[src/rtl/pc_unit.sv]
// -----------------------------------------------------------------------------
// pc_unit - program counter at the head of the fetch stage.
//
// Holds the current fetch address and advances it by INST_BYTES per cycle.
// Supports hazard stall and branch/jump redirect. After reset the PC is held
// for BOOT_HOLD clock edges (BOOT state) before fetch becomes valid (RUN).
// Redirects accepted during BOOT are parked in a pending register (last one
// wins) and applied on the first RUN edge, even under stall.
//
// Optional feature macro: PC_ALIGN_CHECK_EN
//   defined   : a misaligned redirect is rejected and trap_o pulses for one cycle
//   undefined : redirects are accepted with the low address bits forced to 0,
//               trap_o is constant 0
//
// Ports:
//   clk             in   clock, rising edge
//   rst_n           in   asynchronous active-low reset
//   stall_i         in   hazard stall, PC holds
//   redirect_i      in   load a new PC
//   redirect_addr_i in   redirect target [ADDR_W]
//   pc_o            out  current fetch address (registered) [ADDR_W]
//   pc_plus_o       out  pc_o + INST_BYTES, modulo 2^ADDR_W [ADDR_W]
//   valid_o         out  fetch at pc_o is valid (RUN)
//   boot_done_o     out  sticky, set on entering RUN
//   trap_o          out  one-cycle pulse on a rejected misaligned redirect
// -----------------------------------------------------------------------------
module pc_unit #(
    parameter int unsigned ADDR_W     = 32,
    parameter logic [ADDR_W-1:0] RESET_VEC = '0,
    parameter int unsigned INST_BYTES = 4,
    parameter int unsigned BOOT_HOLD  = 1
) (
    input  logic              clk,
    input  logic              rst_n,
    input  logic              stall_i,
    input  logic              redirect_i,
    input  logic [ADDR_W-1:0] redirect_addr_i,
    output logic [ADDR_W-1:0] pc_o,
    output logic [ADDR_W-1:0] pc_plus_o,
    output logic              valid_o,
    output logic              boot_done_o,
    output logic              trap_o
);

    // Hold counter only ever reaches BOOT_HOLD-1.
    localparam int unsigned CNT_W = (BOOT_HOLD > 1) ? $clog2(BOOT_HOLD) : 1;
    localparam logic [CNT_W-1:0]  LAST_CNT = CNT_W'(BOOT_HOLD - 1);
    localparam logic [ADDR_W-1:0] INC      = ADDR_W'(INST_BYTES);
    localparam logic [ADDR_W-1:0] LOW_MASK = ADDR_W'(INST_BYTES - 1);

    typedef enum logic {
        ST_BOOT = 1'b0,
        ST_RUN  = 1'b1
    } state_t;

    localparam state_t INIT_STATE     = (BOOT_HOLD == 0) ? ST_RUN : ST_BOOT;
    localparam logic   INIT_BOOT_DONE = (BOOT_HOLD == 0) ? 1'b1 : 1'b0;

    // True when an address has nonzero bits below instruction granularity.
    function automatic logic is_misaligned(input logic [ADDR_W-1:0] addr);
        return |(addr & LOW_MASK);
    endfunction

    state_t            state_r, state_nxt_s;
    logic [CNT_W-1:0]  cnt_r, cnt_nxt_s;
    logic [ADDR_W-1:0] pc_r, pc_nxt_s;
    logic              pend_r, pend_nxt_s;
    logic [ADDR_W-1:0] pend_addr_r, pend_addr_nxt_s;
    logic              boot_done_r, boot_done_nxt_s;
    logic              trap_r, trap_nxt_s;
    logic              redirect_ok_s;
    logic              reject_s;
    logic [ADDR_W-1:0] redirect_tgt_s;

`ifdef PC_ALIGN_CHECK_EN
    // A misaligned redirect is treated as if redirect_i were low.
    assign redirect_ok_s  = redirect_i && !is_misaligned(redirect_addr_i);
    assign reject_s       = redirect_i &&  is_misaligned(redirect_addr_i);
    assign redirect_tgt_s = redirect_addr_i;
`else
    // Every redirect is accepted; sub-instruction bits are dropped.
    assign redirect_ok_s  = redirect_i;
    assign reject_s       = 1'b0;
    assign redirect_tgt_s = redirect_addr_i & ~LOW_MASK;
`endif

    // Next-state and next-PC selection.
    always_comb begin
        state_nxt_s     = state_r;
        cnt_nxt_s       = cnt_r;
        pc_nxt_s        = pc_r;
        pend_nxt_s      = pend_r;
        pend_addr_nxt_s = pend_addr_r;
        boot_done_nxt_s = boot_done_r;
        trap_nxt_s      = reject_s;

        case (state_r)
            ST_BOOT: begin
                cnt_nxt_s = cnt_r + CNT_W'(1);
                if (cnt_r == LAST_CNT) begin
                    state_nxt_s     = ST_RUN;
                    boot_done_nxt_s = 1'b1;
                end else begin
                    state_nxt_s     = ST_BOOT;
                end
                // Park the target; a later redirect overwrites an earlier one.
                if (redirect_ok_s) begin
                    pend_nxt_s      = 1'b1;
                    pend_addr_nxt_s = redirect_tgt_s;
                end else begin
                    pend_nxt_s      = pend_r;
                end
            end
            ST_RUN: begin
                // Redirect and pending both beat stall (flush semantics).
                if (redirect_ok_s) begin
                    pc_nxt_s   = redirect_tgt_s;
                    pend_nxt_s = 1'b0;
                end else if (pend_r) begin
                    pc_nxt_s   = pend_addr_r;
                    pend_nxt_s = 1'b0;
                end else if (!stall_i) begin
                    pc_nxt_s   = pc_r + INC;
                end else begin
                    pc_nxt_s   = pc_r;
                end
            end
            default: begin
                state_nxt_s = INIT_STATE;
            end
        endcase
    end

    // State, PC and flag registers.
    always_ff @(posedge clk or negedge rst_n) begin
        if (!rst_n) begin
            state_r     <= INIT_STATE;
            cnt_r       <= '0;
            pc_r        <= RESET_VEC;
            pend_r      <= 1'b0;
            pend_addr_r <= '0;
            boot_done_r <= INIT_BOOT_DONE;
            trap_r      <= 1'b0;
        end else begin
            state_r     <= state_nxt_s;
            cnt_r       <= cnt_nxt_s;
            pc_r        <= pc_nxt_s;
            pend_r      <= pend_nxt_s;
            pend_addr_r <= pend_addr_nxt_s;
            boot_done_r <= boot_done_nxt_s;
            trap_r      <= trap_nxt_s;
        end
    end

    assign pc_o        = pc_r;
    assign pc_plus_o   = pc_r + INC;
    assign valid_o     = (state_r == ST_RUN);
    assign boot_done_o = boot_done_r;
    assign trap_o      = trap_r;

endmodule

[config.mk]
export PLATFORM = sky130hd
export DESIGN_NAME = pc_unit
export DESIGN_NICKNAME = d
export VERILOG_FILES = /design/src/rtl/pc_unit.sv
export SDC_FILE = /design/constraint.sdc
export NUM_CORES = 1
export LEC_CHECK = 0
export ABC_AREA = 0
export ABC_CLOCK_PERIOD_IN_PS = 2400
export CELL_PAD_IN_SITES_DETAIL_PLACEMENT = 1
export CELL_PAD_IN_SITES_GLOBAL_PLACEMENT = 1
export CORE_ASPECT_RATIO = 1.4
export CORE_UTILIZATION = 36
export CTS_CLUSTER_DIAMETER = 80
export DETAILED_ROUTE_END_ITERATION = 10
export PLACE_DENSITY = 0.91
export SETUP_SLACK_MARGIN = 0.4
export SLEW_MARGIN = 15
export SYNTH_ARGS = -nofsm -noshare
export SYNTH_HDL_FRONTEND = slang
export SYNTH_SLANG_ARGS = --single-unit
[constraint.sdc]
create_clock -name clk -period 2.4 [get_ports clk]
set_clock_uncertainty 0.2 [all_clocks]
set_input_delay 0.48 -clock clk [delete_from_list [all_inputs] [get_ports clk]]
set_output_delay 0.48 -clock clk [all_outputs]
set_load 0.01 [all_outputs]
# [Word-level counts from Yosys, hierarchy flattened]
# Index checks and enable logic that the tools add are counted.
[word_totals] register_bits=66 latchBits=0 mem_bits_rw=0 rom_bits=0 input_bits=36 out_inout_bits=67 elab_cells=22 n_memories=0
[classes] n_addsub=2 mul=0 n_div=0 order_cmp=0 eq_ne=2 shifts=0 muxes=7 n_bitwise=2 reduce_logical=3
[ops] op="$mux W32" n=3
[ops] op="$add A32 B3 Y32 const B" n=1
[ops] op="$reduce_and A2 Y1" n=3
[ops] op="$mux W1" n=3
[ops] op="$ne A3 B1 Y1 const B" n=1
[ops] op="$ne A2 B2 Y1 const B" n=1
[ops] op="$not A1 Y1" n=2
[ops] op="$pmux W1 S2" n=1
[ops] op="$add A1 B1 Y1 const B" n=1

# [Logic depth before layout (Yosys ltp)]
[depth] ltp_word=4 mapped_depth=7 mapped_depth_nobuf=6

# [Least setup slack after synthesis]
# OpenSTA, ideal clock, no wires.
[synth_timing] kind="register to output" from="register pc_r[2], in the netlist pc_o[2]" to="output port pc_plus_o[28]" t_arrival_ps=1772 required_ps=1720 slack_ps=-52 path_stages_with_launch=6 path_buffers=0 cell_sequence="dfrtp_1 > ha_1 > nand4_4 > nor3_4 > or4b_4 > xnor2_1"
[synth_via] elab_chain_cells=1
[synth_rtl] element="start, declared" line_no="66" rtl="logic [ADDR_W-1:0] pc_r, pc_nxt_s;"
[synth_rtl] element="start signal, assigned" line_no="147" rtl="pc_r <= pc_nxt_s;"
[synth_rtl] element="$add A32 B3 Y32" line_no="156" rtl="assign pc_plus_o = pc_r + INC;"
[synth_rtl] element="end, declared" line_no="39" rtl="output logic [ADDR_W-1:0] pc_plus_o,"
# Every way passes these cells.

# [Worst setup path in the final report]
[layout_timing] from="register pc_r[2], in the netlist pc_o[2]" to="output port pc_plus_o[22]"
# Same word-level chain as after synthesis.

==> metrics.yaml <==
p_per_area_nw_per_um2: 586
relSlewSlack_pct: 51.0
max_freq_mhz: 307
yosysUniqueCellTypes: 55
period_minus_slack_ns: 3.25
finalSetupViolations: 35
dieHeight_um: 122
status: "finished with violations"
clock_latency_ns: 0.36
cp-start-kind: "flip-flop"
crit_path_start: "pc_o[2]$_DFFE_PN0P_"
fin_crit_sh_pct: 136
dp_hpwl_mm: 10.9
drc: 0
hold_viol_final: 0
io_pins: 103
r2r_end: "pc_o[16]$_DFFE_PN0P_"
rsz0062_at_grt: "true"
vdd_drop_max_mv: 0.646
clkSlewWorstSetupHoldPaths_ns: 0.06
cts_buffer_depth: 2
drt-initial-drc-count: 410
setup_ws_ns: -0.853
critical_path_arrival_ns: 2.57
area_growth_syn_to_layout_pct: 83.4
root_buffer: "clkbuf_16"
crit_type: "reg2out"
maxSlewViolCount: 0
port_buffers: 95
worstReg2RegStart: "pc_o[2]$_DFFE_PN0P_"
grt_max_degree: 65
place_congestion: 0.881
clock-sinks: 64
layout_common_cells: "buf_4, dfrtp_1, buf_6"
ant_nets: 0
synth_area_leaders: "dfrtp_1, mux2_2, xnor2_1"
worstPathMaxFanout: 3
finalPower_mw: 4.01
synth_ff_type: "dfrtp_1"
first_pass_iters: 5
wl_per_cell_um: 31.5
leakage_nw: 3.14
drt-total-wl_mm: 24.2
start_util_pct: 37.3
final_layout_size_suffix_gt1_share_pct: 51.7
ys_ff_latch: 64
synth_edf_count: 0
yosysTopAreaCell: "dfrtp_1"
vias: 4868
tightest_slew_ns: 0.727
dp_slack_ns: -0.453
synth.cell_area_um2: 3730
vias_per_cell: 6.35
grtUsageTotal_pct: 40.4
synth_top_area_share_pct: 42.9
final_nets: 663
coreArea_um2: 10000
htree_levels: 3
hold_path_class: "reg2reg"
die_w_um: 88.1
grt_pass1_wl_mm: 30.9
violations: "negative setup slack"
cap_viol_max_count: 0
rrSetupSlack_ns: -0.21
synth_warnings: 0
syn_inst: 388
syn_area_per_cell_um2: 9.62
cp-endpoint: "pc_plus_o[22]"
overflow: 0
dieArea_um2: 10800
reg2regPathDepth: 13
async_flop_share_pct: 100
end_kind: "output port"
antenna_found_initial: 1
crit_required_ns: 1.72
row_count: 43
tritoncts: "done"
fillers: 1065
numCtsBuffers: 9
worst_hold_slack_ns: 0.310
final_common_cell: "buf_4"
grt_pass1_vias: 5052
ys_seq_area_share_pct: 42.9
-- worst min path at each step --
stage	cells past startpoint	start	to
2_1_floorplan	0	rst_n	boot_done_o$_DFFE_PN0P_
3_3_place_gp	1	boot_done_o$_DFFE_PN0P_	boot_done_o$_DFFE_PN0P_
3_5_place_dp	1	cnt_r$_DFFE_PN0N_	valid_o$_DFF_PN0_
4_1_cts	1	cnt_r$_DFFE_PN0N_	valid_o$_DFF_PN0_
5_1_grt	1	pend_addr_r[7]$_DFFE_PN0P_	pend_addr_r[7]$_DFFE_PN0P_
6_report	1	boot_done_o$_DFFE_PN0P_	boot_done_o$_DFFE_PN0P_
-- routing by layer --
| metal | GRT usage, % | vias to the layer above | wire length (µm) |
|---|---|---|---|
| met5 | 0 | - | 0 |
| met4 | 29.9 | 0 | 2000 |
| met3 | 8.47 | 149 | 1970 |
| met2 | 68.6 | 374 | 11900 |
| met1 | 43.7 | 2439 | 8300 |
| li1 | - | 1906 | - |
-- layout make-up --
class	instances	area, µm²	share of cell area [%]
flip-flops and latches	64	1620	23.6
clock inverters	1	5.00	0.0731
well taps	135	169	2.47
repair buffers	252	2180	31.9
multi-input cells	285	2550	37.2
diodes	1	2.50	0.0366
clock buffers	15	268	3.91
inverters	14	55.1	0.804
-- through the flow --
step | utilization (%) | instance area [µm²] | TNS (ns) | std cells
2_1_floorplan | - | 3850 | 0 | 392
3_3_place_gp | 54.9 | 5500 | -6.09 | 680
3_5_place_dp | 54.9 | 5500 | -9.57 | 680
4_1_cts | 63.6 | 6370 | -4.86 | 740
5_1_grt | 68.4 | 6840 | -13.41 | 766
6_report | 68.4 | 6840 | -12.34 | 767
-- flip-flops by register name, indices dropped and copies added (netlist names) --
signal / flops
pc_o: 30
pend_addr_r: 30
boot_done_o: 1
cnt_r: 1
pend_r: 1
valid_o: 1
-- timing repair --
item	in CTS	in global routing
endpoints found under the hold margin	64	0
hold buffers	1	0
gates resized for setup	254	86
endpoints found under the setup margin	88	63
gates cloned	1	0
pin swaps	49	48
buffers inserted	42	26
-- cells by family (layout without fill, tap and decap cells) --
group                    count (synthesis)  in the layout  share of synthesized area (%)
buffers and inverters                   43            282                           5.20
flip-flops                              64             64                           42.9
multiplexers                            33             33                           9.65
XOR/XNOR                                27             27                           6.34
adder cells (fa/ha/maj)                  1              1                          0.335
other                                    1              6                          0.100
AO/OA/AOI/OAI                          101            101                           17.8
AND/OR/NAND/NOR                        118            118                           17.6
-- power by group --
group / switching (mW) / internal (mW) / leakage (nW)
clock network: 0.548 / 0.757 / 0.134
logic: 0.732 / 0.677 / 2.25
registers: 0.110 / 1.19 / 0.757
-- cell usage after synthesis (8+ instances only) --
cell type / instances
a21oi_1: 26
a222oi_1: 8
and3_1: 9
clkbuf_1: 15
dfrtp_1: 64
inv_1: 14
mux2_2: 24
mux2i_1: 9
nand2_1: 18
nand3_1: 14
nand4_1: 10
nor2_1: 31
o21ai_0: 24
o22ai_1: 8
o2bb2ai_1: 9
xnor2_1: 15
xor2_1: 12
-- critical path: stages, from the launching register on --
cell,delay [ns]
dfrtp_2,0.41
ha_4,0.19
nand4_4,0.20
buf_4,0.21
buf_4,0.15
nor4_4,0.45
buf_4,0.23
xor2_1,0.20
buf_2,0.17
No activity file was read; power rests on OpenSTA's default activity.
